`config.mk`:
```
export PLATFORM = sky130hd
export DESIGN_NAME = i2c_arbiter
export DESIGN_NICKNAME = d
export VERILOG_FILES = /design/src/rtl/i2c_arbiter.sv
export SDC_FILE = /design/constraint.sdc
export NUM_CORES = 1
export LEC_CHECK = 0
export CAP_MARGIN = 20
export CORE_MARGIN = 1.5
export CORE_UTILIZATION = 46
export DETAILED_ROUTE_END_ITERATION = 16
export GPL_TIMING_DRIVEN = 0
export PLACE_DENSITY_LB_ADDON = 0.12
export REMOVE_ABC_BUFFERS = 1
export SYNTH_ARGS = -nofsm -noshare
export SYNTH_HDL_FRONTEND = slang
export SYNTH_SLANG_ARGS = --single-unit
```
`constraint.sdc`:
```
create_clock -name clk -period 2.7 [get_ports clk]
set_clock_uncertainty 0.2 [all_clocks]
set_input_delay 0.54 -clock clk [delete_from_list [all_inputs] [get_ports clk]]
set_output_delay 0.54 -clock clk [all_outputs]
set_load 0.05 [all_outputs]
```
`src/rtl/i2c_arbiter.sv`:
```
// Two-port round-robin front end for a shared I2C master core: posts one request
// per port, hands it to the core via start/busy, and enforces the EEPROM write gap.
module i2c_arbiter #(
   parameter int START_TO    = 1000,
   parameter int XFER_TO     = 200000,
   parameter int WR_WAIT_CYC = 250000,
   parameter int TW          = 24
) (
   input  logic        clk,
   input  logic        rstn,
   input  logic [1:0]  req,
   input  logic [1:0]  req_rd,
   input  logic [1:0]  req_a16,
   input  logic [13:0] req_dev,
   input  logic [31:0] req_addr,
   input  logic [15:0] req_wdata,
   output logic [1:0]  done,
   output logic [1:0]  err,
   output logic [7:0]  rdata,
   output logic        busy_o,
   output logic        core_start,
   output logic        core_high_addr,
   output logic [6:0]  core_dev_addr,
   output logic [15:0] core_mem_addr,
   output logic        core_rd_wr_en,
   output logic [7:0]  core_data_wr,
   input  logic [7:0]  core_data_rd,
   input  logic        core_busy,
   input  logic        core_nack
);

   typedef enum logic [2:0] {IDLE, LAUNCH, RUN, COMPLETE, WR_WAIT} state_t;

   state_t         r_state;
   logic [1:0]     r_pending;
   logic           r_last;
   logic           r_g;
   logic [TW-1:0]  r_timer;
   logic [1:0]     r_rd;
   logic [1:0]     r_a16;
   logic [6:0]     r_dev   [2];
   logic [15:0]    r_addr  [2];
   logic [7:0]     r_wdata [2];

   logic [1:0]     w_clr;
   logic [1:0]     w_accept;
   logic           w_gnt;

   function automatic logic [TW-1:0] sat_inc(input logic [TW-1:0] t);
      return (&t) ? t : t + 1'b1;
   endfunction

   // A request arriving in the completion cycle of its own port is taken.
   assign w_clr    = (r_state == COMPLETE) ? (2'b01 << r_g) : 2'b00;
   assign w_accept = req & (~r_pending | w_clr);
   assign w_gnt    = (r_pending == 2'b11) ? ~r_last : r_pending[1];
   assign busy_o   = (r_state != IDLE);

   always_ff @(posedge clk) begin
      for (int i = 0; i < 2; i++) begin
         if (w_accept[i]) begin
            r_rd[i]    <= req_rd[i];
            r_a16[i]   <= req_a16[i];
            r_dev[i]   <= req_dev[7*i +: 7];
            r_addr[i]  <= req_addr[16*i +: 16];
            r_wdata[i] <= req_wdata[8*i +: 8];
         end
      end
   end

   always_ff @(posedge clk or negedge rstn) begin
      if (!rstn) begin
         r_state        <= IDLE;
         r_pending      <= '0;
         r_last         <= 1'b1;
         r_g            <= 1'b0;
         r_timer        <= '0;
         done           <= '0;
         err            <= '0;
         rdata          <= '0;
         core_start     <= 1'b0;
         core_high_addr <= 1'b0;
         core_dev_addr  <= '0;
         core_mem_addr  <= '0;
         core_rd_wr_en  <= 1'b0;
         core_data_wr   <= '0;
      end else begin
         r_pending <= (r_pending & ~w_clr) | w_accept;
         done      <= '0;
         err       <= '0;
         case (r_state)
            IDLE: begin
               if ((|r_pending) && !core_busy) begin
                  r_g            <= w_gnt;
                  r_last         <= w_gnt;
                  core_high_addr <= r_a16[w_gnt];
                  core_dev_addr  <= r_dev[w_gnt];
                  core_mem_addr  <= r_addr[w_gnt];
                  core_rd_wr_en  <= r_rd[w_gnt];
                  core_data_wr   <= r_wdata[w_gnt];
                  core_start     <= 1'b1;
                  r_timer        <= '0;
                  r_state        <= LAUNCH;
               end
            end
            // Start is held until busy is seen, since the core samples it slowly.
            LAUNCH: begin
               if (core_busy) begin
                  core_start <= 1'b0;
                  r_timer    <= '0;
                  r_state    <= RUN;
               end else if (r_timer == TW'(START_TO - 1)) begin
                  core_start <= 1'b0;
                  done[r_g]  <= 1'b1;
                  err[r_g]   <= 1'b1;
                  r_state    <= COMPLETE;
               end else begin
                  r_timer <= sat_inc(r_timer);
               end
            end
            RUN: begin
               if (!core_busy) begin
                  done[r_g] <= 1'b1;
                  err[r_g]  <= core_nack;
                  if (core_rd_wr_en && !core_nack)
                     rdata <= core_data_rd;
                  r_state <= COMPLETE;
               end else if (r_timer == TW'(XFER_TO - 1)) begin
                  done[r_g] <= 1'b1;
                  err[r_g]  <= 1'b1;
                  r_state   <= COMPLETE;
               end else begin
                  r_timer <= sat_inc(r_timer);
               end
            end
            COMPLETE: begin
               if (!core_rd_wr_en && !err[r_g]) begin
                  r_timer <= '0;
                  r_state <= WR_WAIT;
               end else begin
                  r_state <= IDLE;
               end
            end
            WR_WAIT: begin
               if (r_timer == TW'(WR_WAIT_CYC - 1))
                  r_state <= IDLE;
               else
                  r_timer <= sat_inc(r_timer);
            end
            default: r_state <= IDLE;
         endcase
      end
   end

endmodule

```
==> results of run 1 <==
## metal layers
layer  GRT usage [%]  part of all wire (%)
met3           7.673                   7.8
met2           32.55                    49
met5               0                     0
met1           25.11                    42
met4           7.470                   1.5
## per-stage QoR
stage                     power, mW  setup slack, ps  utilization (%)  hold WS (ps)  TNS [ps]
after global routing          9.687           -164.4            65.22         301.9    -323.7
after floorplan               5.355            -2047                -         44.41    -86440
after detailed placement      6.753            -1325            59.31         270.6    -29740
final                         9.220           -76.09            65.22         277.3    -125.3
after CTS                     9.284           -132.1            65.01         284.0    -248.5
after global placement        6.394            -3826            58.24         260.7   -368910
## worst max path at each step
stage	cells past startpoint	slack, ps	from	to
2_1_floorplan	3	-2050	r_last	core_data_wr[0]
3_3_place_gp	3	-3830	r_pending[1]	core_mem_addr[14]
3_5_place_dp	6	-1320	core_busy	r_timer[15]
4_1_cts	7	-130	r_timer[5]	r_timer[21]
5_1_grt	7	-160	r_timer[5]	r_timer[21]
6_report	7	-80	r_timer[8]	r_timer[21]
## kinds of logic (layout without fill, tap and decap cells)
kind of cell / after synthesis / in the layout / synth area share [%]
and+or+nand+nor: 169 / 170 / 14.68
DFF: 143 / 143 / 65.54
AOI/OAI and AO/OA: 81 / 81 / 7.949
muxes: 46 / 46 / 7.970
buffers and inverters: 32 / 184 / 2.181
xor gates and xnor gates: 10 / 10 / 1.468
adders and majority gates: 1 / 1 / 0.2097
## sequential cells by signal, indices dropped and copies added, names as in the netlist, 2 cells and up
signal and flops:
rdata 8, r_wdata 16, r_addr 32, r_dev 14, r_state 3, core_mem_addr 16
r_pending 2, core_dev_addr 7, r_timer 24, err 2, r_a16 2, r_rd 2
core_data_wr 8, done 2
## power by group through the flow
stage	sequential, mW	combinational (mW)	clock, mW
after floorplan	4.12	1.24	0
after global placement	3.12	3.27	0
after detailed placement	3.14	3.62	0
after CTS	3.11	3.79	2.39
after global routing	3.17	4.02	2.50
final	3.11	3.77	2.34
## layout make-up
type                            instances  share of cell area, %
Clock buffer                           21                  5.731
Clock inverter                         11                  1.551
Inverter                               10                 0.4561
Multi-Input combinational cell        308                  24.35
Sequential cell                       143                  47.58
Tap cell                              172                  2.615
Timing Repair Buffer                  142                  17.71
## cells in the final DEF, fill, tap and decap left out, drive strengths merged, types with 15 or more instances in the layout
master	instances
o21ai	44
buf	16
nor2	23
edfxtp	66
a21oi	15
dfrtp	76
nand2	53
mux2i	34
nand3	21
clkdlybuf4s50	123
clkbuf	21
## critical path: stages, from the launching register on
cell      delay [ps]
dfrtp_2          410
or4b_1           500
or4_4            500
nor3_4           180
a221oi_4         110
and2_4           210
or4_1            490
o21ai_1           80
## repair_timing
| item | in CTS | in global routing |
|---|---|---|
| hold buffers | 1 | 0 |
| buffers inserted | 9 | 0 |
| endpoints found under the hold margin | 34 | 0 |
| resized for setup | 10 | 9 |
| pin swaps | 5 | 2 |
| cloned | 1 | 0 |
| endpoints found under the setup margin | 25 | 35 |
==> impl_metrics.py, run 1 <==
metrics = {
    "run_status": {
        "status": "complete, but fails checks",
        "violations": "negative setup slack",
    },
    "place": {
        "place_area_sq_um": 7485,
        "dp.cells": 764,
        "io_buffers": 126,
        "place_congestion": 0.8386,
        "dp_hpwl_microns": 8671,
    },
    "cts": {
        "numCtsBuffers": 17,
        "clockRootBuffer": "clkbuf_16",
        "cts.htree.levels": 4,
        "clk_latency_ps": 420,
        "cts_tree": "yes",
        "clkSinkCount": 143,
        "clockBufferDepth": 2,
        "cts.clk_slew.worst_paths_ps": 60,
    },
    "synthesis": {
        "synth_area_sq_um": 5966,
        "syn_avg_cell_area_sq_um": 12.38,
        "synth.top_cells.by_count": "76 x dfrtp_1, 66 x edfxtp_1, 53 x nand2_1",
        "synth-async-reset-ratio_pct": 53.85,
        "synthTopCellsByArea": "edfxtp_1 33%, dfrtp_1 32%, mux2i_1 5.7%, o21ai_0 3.6%, nand2_1 3.3%",
        "synth-edff-count": 66,
        "ys.warnings.count": 0,
        "yosys.area.top_type_share_pct": 33.22,
        "yosysMostFrequentCell": "dfrtp_1",
        "synth_top_area_cell": "edfxtp_1",
        "synth_cell_types": 49,
        "synth-main-ff-cell": "dfrtp_1",
        "synthCells": 482,
        "ys_seq_area_share_pct": 65.54,
        "yosys_register_bits": 143,
    },
    "sta": {
        "layout_setup_ws_ps": -76.09,
        "setup_viol": 2,
        "fmax_mhz": 360.2,
        "layout_min_cycle_time_ps": 2776,
        "rsz0062_at_grt": "yes",
        "drv_slew": 0,
        "slew-limit-headroom_pct": 41.71,
        "final.period_utilization_pct": 102.8,
        "finalHoldViolCount": 0,
        "worst_pin_slew_ps": 874.3,
    },
    "global_routing": {
        "grt_overflow": 0,
        "antenna_found_initial": 0,
        "grt_max_degree": 44,
        "grt_pass1_wl_microns": 20640,
        "track_usage_pct": 20.24,
        "grt_pass1_vias": 4211,
    },
    "worst_hold_path": {
        "hp-class": "flop to flop",
        "min_to": "core_mem_addr[14]",
        "min-delay-start": "core_mem_addr[14]",
        "holdPathStages": 2,
    },
    "power_and_ir_drop": {
        "p_int_mw": 5.648,
        "p_comb_share_pct": 40.9,
        "p_sw_share_pct": 38.74,
        "power.leakage_nw": 3.296,
        "pwr-share-clk_pct": 25.4,
        "p_seq_share_pct": 33.8,
        "p_sw_mw": 3.572,
        "power-per-cell-area_nw_per_um2": 1120,
        "vdd_drop_max_uv": 772.5,
    },
    "critical_path": {
        "required_ps": 2840,
        "cp.arrival_ps": 2920,
        "r2r-end": "r_timer[21]",
        "r2r_cells": 7,
        "worst-r2r-setup-slack_ps": -80,
        "startpoint_type": "flop",
        "crit_path_end_kind": "flop",
        "timing.rr.start": "r_timer[8]",
        "crit_type": "flop to flop",
        "path_max_fanout": 4,
    },
    "routing": {
        "wl_microns": 12940,
        "drc": 0,
        "num_vias": 4275,
        "antenna_left": 0,
        "wl_per_cell_microns": 16.03,
        "drtIter0Drc": 283,
        "drt_first_pass_iters": 4,
        "vias_per_cell": 5.297,
    },
    "layout": {
        "antenna_cells": 0,
        "syn_to_final_growth_pct": 37.96,
        "fillers": 971,
        "multi_input_area_sq_um": 2004,
        "layout-drive-gt1-share_pct": 12.60,
        "fin_nets": 703,
        "seqCellArea_sq_um": 3916,
        "fin_area_sq_um": 8230,
        "stdcell_count": 807,
    },
    "floorplanning": {
        "start_util_pct": 47.27,
        "die_height_microns": 116.9,
        "core_area_sq_um": 12620,
        "boundaryPins": 127,
        "dieArea_sq_um": 13660,
        "rows": 41,
        "die_x_microns": 116.9,
    },
    "flow_run": {
        "drv_cap": 0,
    },
}
Note: power is estimated with default switching activity, not from simulation.
==> inputs of run 2 (changes only) <==
- CORE_UTILIZATION: 46 -> 45
==> run 2 against run 1 <==
The run still ends with negative setup slack left. Clock-buffer cell count up 1. Global-route usage rose by 0.28 points. Via count grew 1.5%. Die area rose by 2.2%. Largest power group unchanged. Highest routed layer unchanged.
==> impl_metrics.py, run 2 (synthesis gave the netlist of run 1 again) <==
metrics = {
    "sta": {
        "worst_pin_slew_ps": 890.0,
        "finalHoldViolCount": 0,
        "slew-limit-headroom_pct": 40.52,
        "whs_ps": 273.8,
        "rsz0062_at_grt": "yes",
        "layout_setup_ws_ps": -71.20,
        "fmax_mhz": 360.9,
        "setup-tns-final_ps": -396.4,
        "layout_min_cycle_time_ps": 2771,
        "setup_viol": 11,
        "drv_slew": 0,
        "final.period_utilization_pct": 102.6,
    },
    "power_and_ir_drop": {
        "pwr-share-clk_pct": 27.0,
        "power.leakage_nw": 3.363,
        "p_comb_share_pct": 40.0,
        "totalPowerFinal_mw": 9.451,
        "p_int_mw": 5.908,
        "vdd_drop_max_uv": 606.3,
        "p_sw_mw": 3.543,
        "power-per-cell-area_nw_per_um2": 1130,
        "p_seq_share_pct": 33.0,
        "p_sw_share_pct": 37.49,
    },
    "layout": {
        "layout-drive-gt1-share_pct": 14.37,
        "reg_top3": "r_addr (32), r_timer (24)",
        "final_cell_mix": "123 x clkdlybuf4s50_1, 73 x dfrtp_1, 66 x edfxtp_1, 50 x nand2_1, 43 x o21ai_0",
        "postLayoutCoreUtil_pct": 65.50,
        "fin_area_sq_um": 8367,
        "antenna_cells": 0,
        "fin_nets": 708,
        "syn_to_final_growth_pct": 40.25,
        "layout_commonest_cell": "clkdlybuf4s50_1",
        "largest_reg_flops": 32,
        "regMostFlops": "r_addr",
        "stdcell_count": 812,
    },
    "cts": {
        "cts_tree": "yes",
        "clockRootBuffer": "clkbuf_16",
        "numCtsBuffers": 17,
        "clockBufferDepth": 2,
        "cts.htree.levels": 4,
        "clkSinkCount": 143,
        "clk_latency_ps": 410,
        "cts.clk_slew.worst_paths_ps": 50,
    },
    "routing": {
        "wl_microns": 13340,
        "antenna_left": 0,
        "drt_first_pass_iters": 5,
        "drtIter0Drc": 201,
        "drc": 0,
        "num_vias": 4337,
        "wl_per_cell_microns": 16.43,
        "vias_per_cell": 5.341,
    },
    "global_routing": {
        "grt_pass1_wl_microns": 22070,
        "grt_pass1_vias": 4394,
        "track_usage_pct": 20.52,
        "antenna_found_initial": 0,
        "grt_overflow": 0,
        "grt_max_degree": 43,
    },
    "critical_path": {
        "crit_path_end_kind": "flop",
        "crit_type": "flop to flop",
        "cp.arrival_ps": 2920,
        "r2r_cells": 7,
        "required_ps": 2850,
        "startpoint_type": "flop",
        "path_max_fanout": 6,
    },
    "run_status": {
        "violations": "negative setup slack",
        "status": "complete, but fails checks",
    },
    "place": {
        "pre_cts_slack_ps": -1350,
        "dp_hpwl_microns": 8754,
        "place_area_sq_um": 7446,
        "io_buffers": 126,
        "dp.cells": 763,
        "place_congestion": 0.8509,
    },
    "worst_hold_path": {
        "hp-class": "flop to flop",
        "holdPathStages": 2,
    },
    "floorplanning": {
        "start_util_pct": 46.70,
        "die_x_microns": 118.1,
        "dieArea_sq_um": 13960,
        "core_area_sq_um": 12770,
        "rows": 41,
        "boundaryPins": 127,
        "die_height_microns": 118.1,
    },
    "flow_run": {
        "drv_cap": 0,
    },
}
==> run 2: cell types whose count changed in the layout (fill, tap and decap cells not counted), sizes merged <==
cell	change
clkbuf	+1
clkinvlp	+1
inv	-2
dlygate4sd2	-1
clkinv	-3
bufinv	+3
dlymetal6s2s	+1
buf	+5
==> run 2: final cells by class <==
type                       instances  area [sq um]
clock buffer                      22         474.2
clock inverter                    10         181.4
fill                             952          4407
inverter                          10         37.54
multi-input combinational        308          2061
sequential                       143          3914
tap                              172         215.2
timing repair buffer             147          1484
==> run 2: what timing repair did <==
action / in CTS / in global routing
endpoints found under the hold margin: 35 / 0
hold buffers: 1 / 0
cloned: 1 / 0
endpoints found under the setup margin: 25 / 24
buffers inserted: 12 / 3
pin swaps: 10 / 9
resized for setup: 10 / 17
==> run 2: routing by layer <==
metal | vias to the layer above | share of wire [%] | wire length (microns) | global-route usage, %
met2 | 172 | 50 | 6666 | 33.36
li1 | 2068 | - | - | -
met1 | 2074 | 40 | 5321 | 24.43
met4 | 0 | 2.1 | 276 | 8.841
met3 | 23 | 8.1 | 1075 | 7.722
met5 | - | 0 | 0 | 0
==> run 2: final timing paths <==
check | endpoint | startpoint | slack, ps
worst max-delay path | r_timer[8] | r_timer[8] | -70
worst min-delay path | core_data_wr[1] | core_data_wr[1] | 270
worst max register to register | r_timer[8] | r_timer[8] | -70
worst min register to register | core_data_wr[1] | core_data_wr[1] | 270
max in group asynchronous | r_last | rstn | 1220
min in group asynchronous | r_timer[19] | rstn | 430
==> run 2: worst max-delay path: stages, from the launching register on <==
cell and delay, ps:
dfrtp_2 410, or4b_4 530, or4_4 500, nor3_4 180
a221oi_4 100, and2_4 220, or4_1 490, nand2_1 70
==> run 2: power by group through the flow <==
stage / Sequential, mW / Clock (mW) / Combinational [mW]
2_1_floorplan: 4.12 / 0 / 1.24
3_5_place_dp: 3.14 / 0 / 3.54
5_1_grt: 3.18 / 2.69 / 4.04
3_3_place_gp: 3.13 / 0 / 3.26
6_report: 3.12 / 2.55 / 3.78
4_1_cts: 3.12 / 2.61 / 3.77
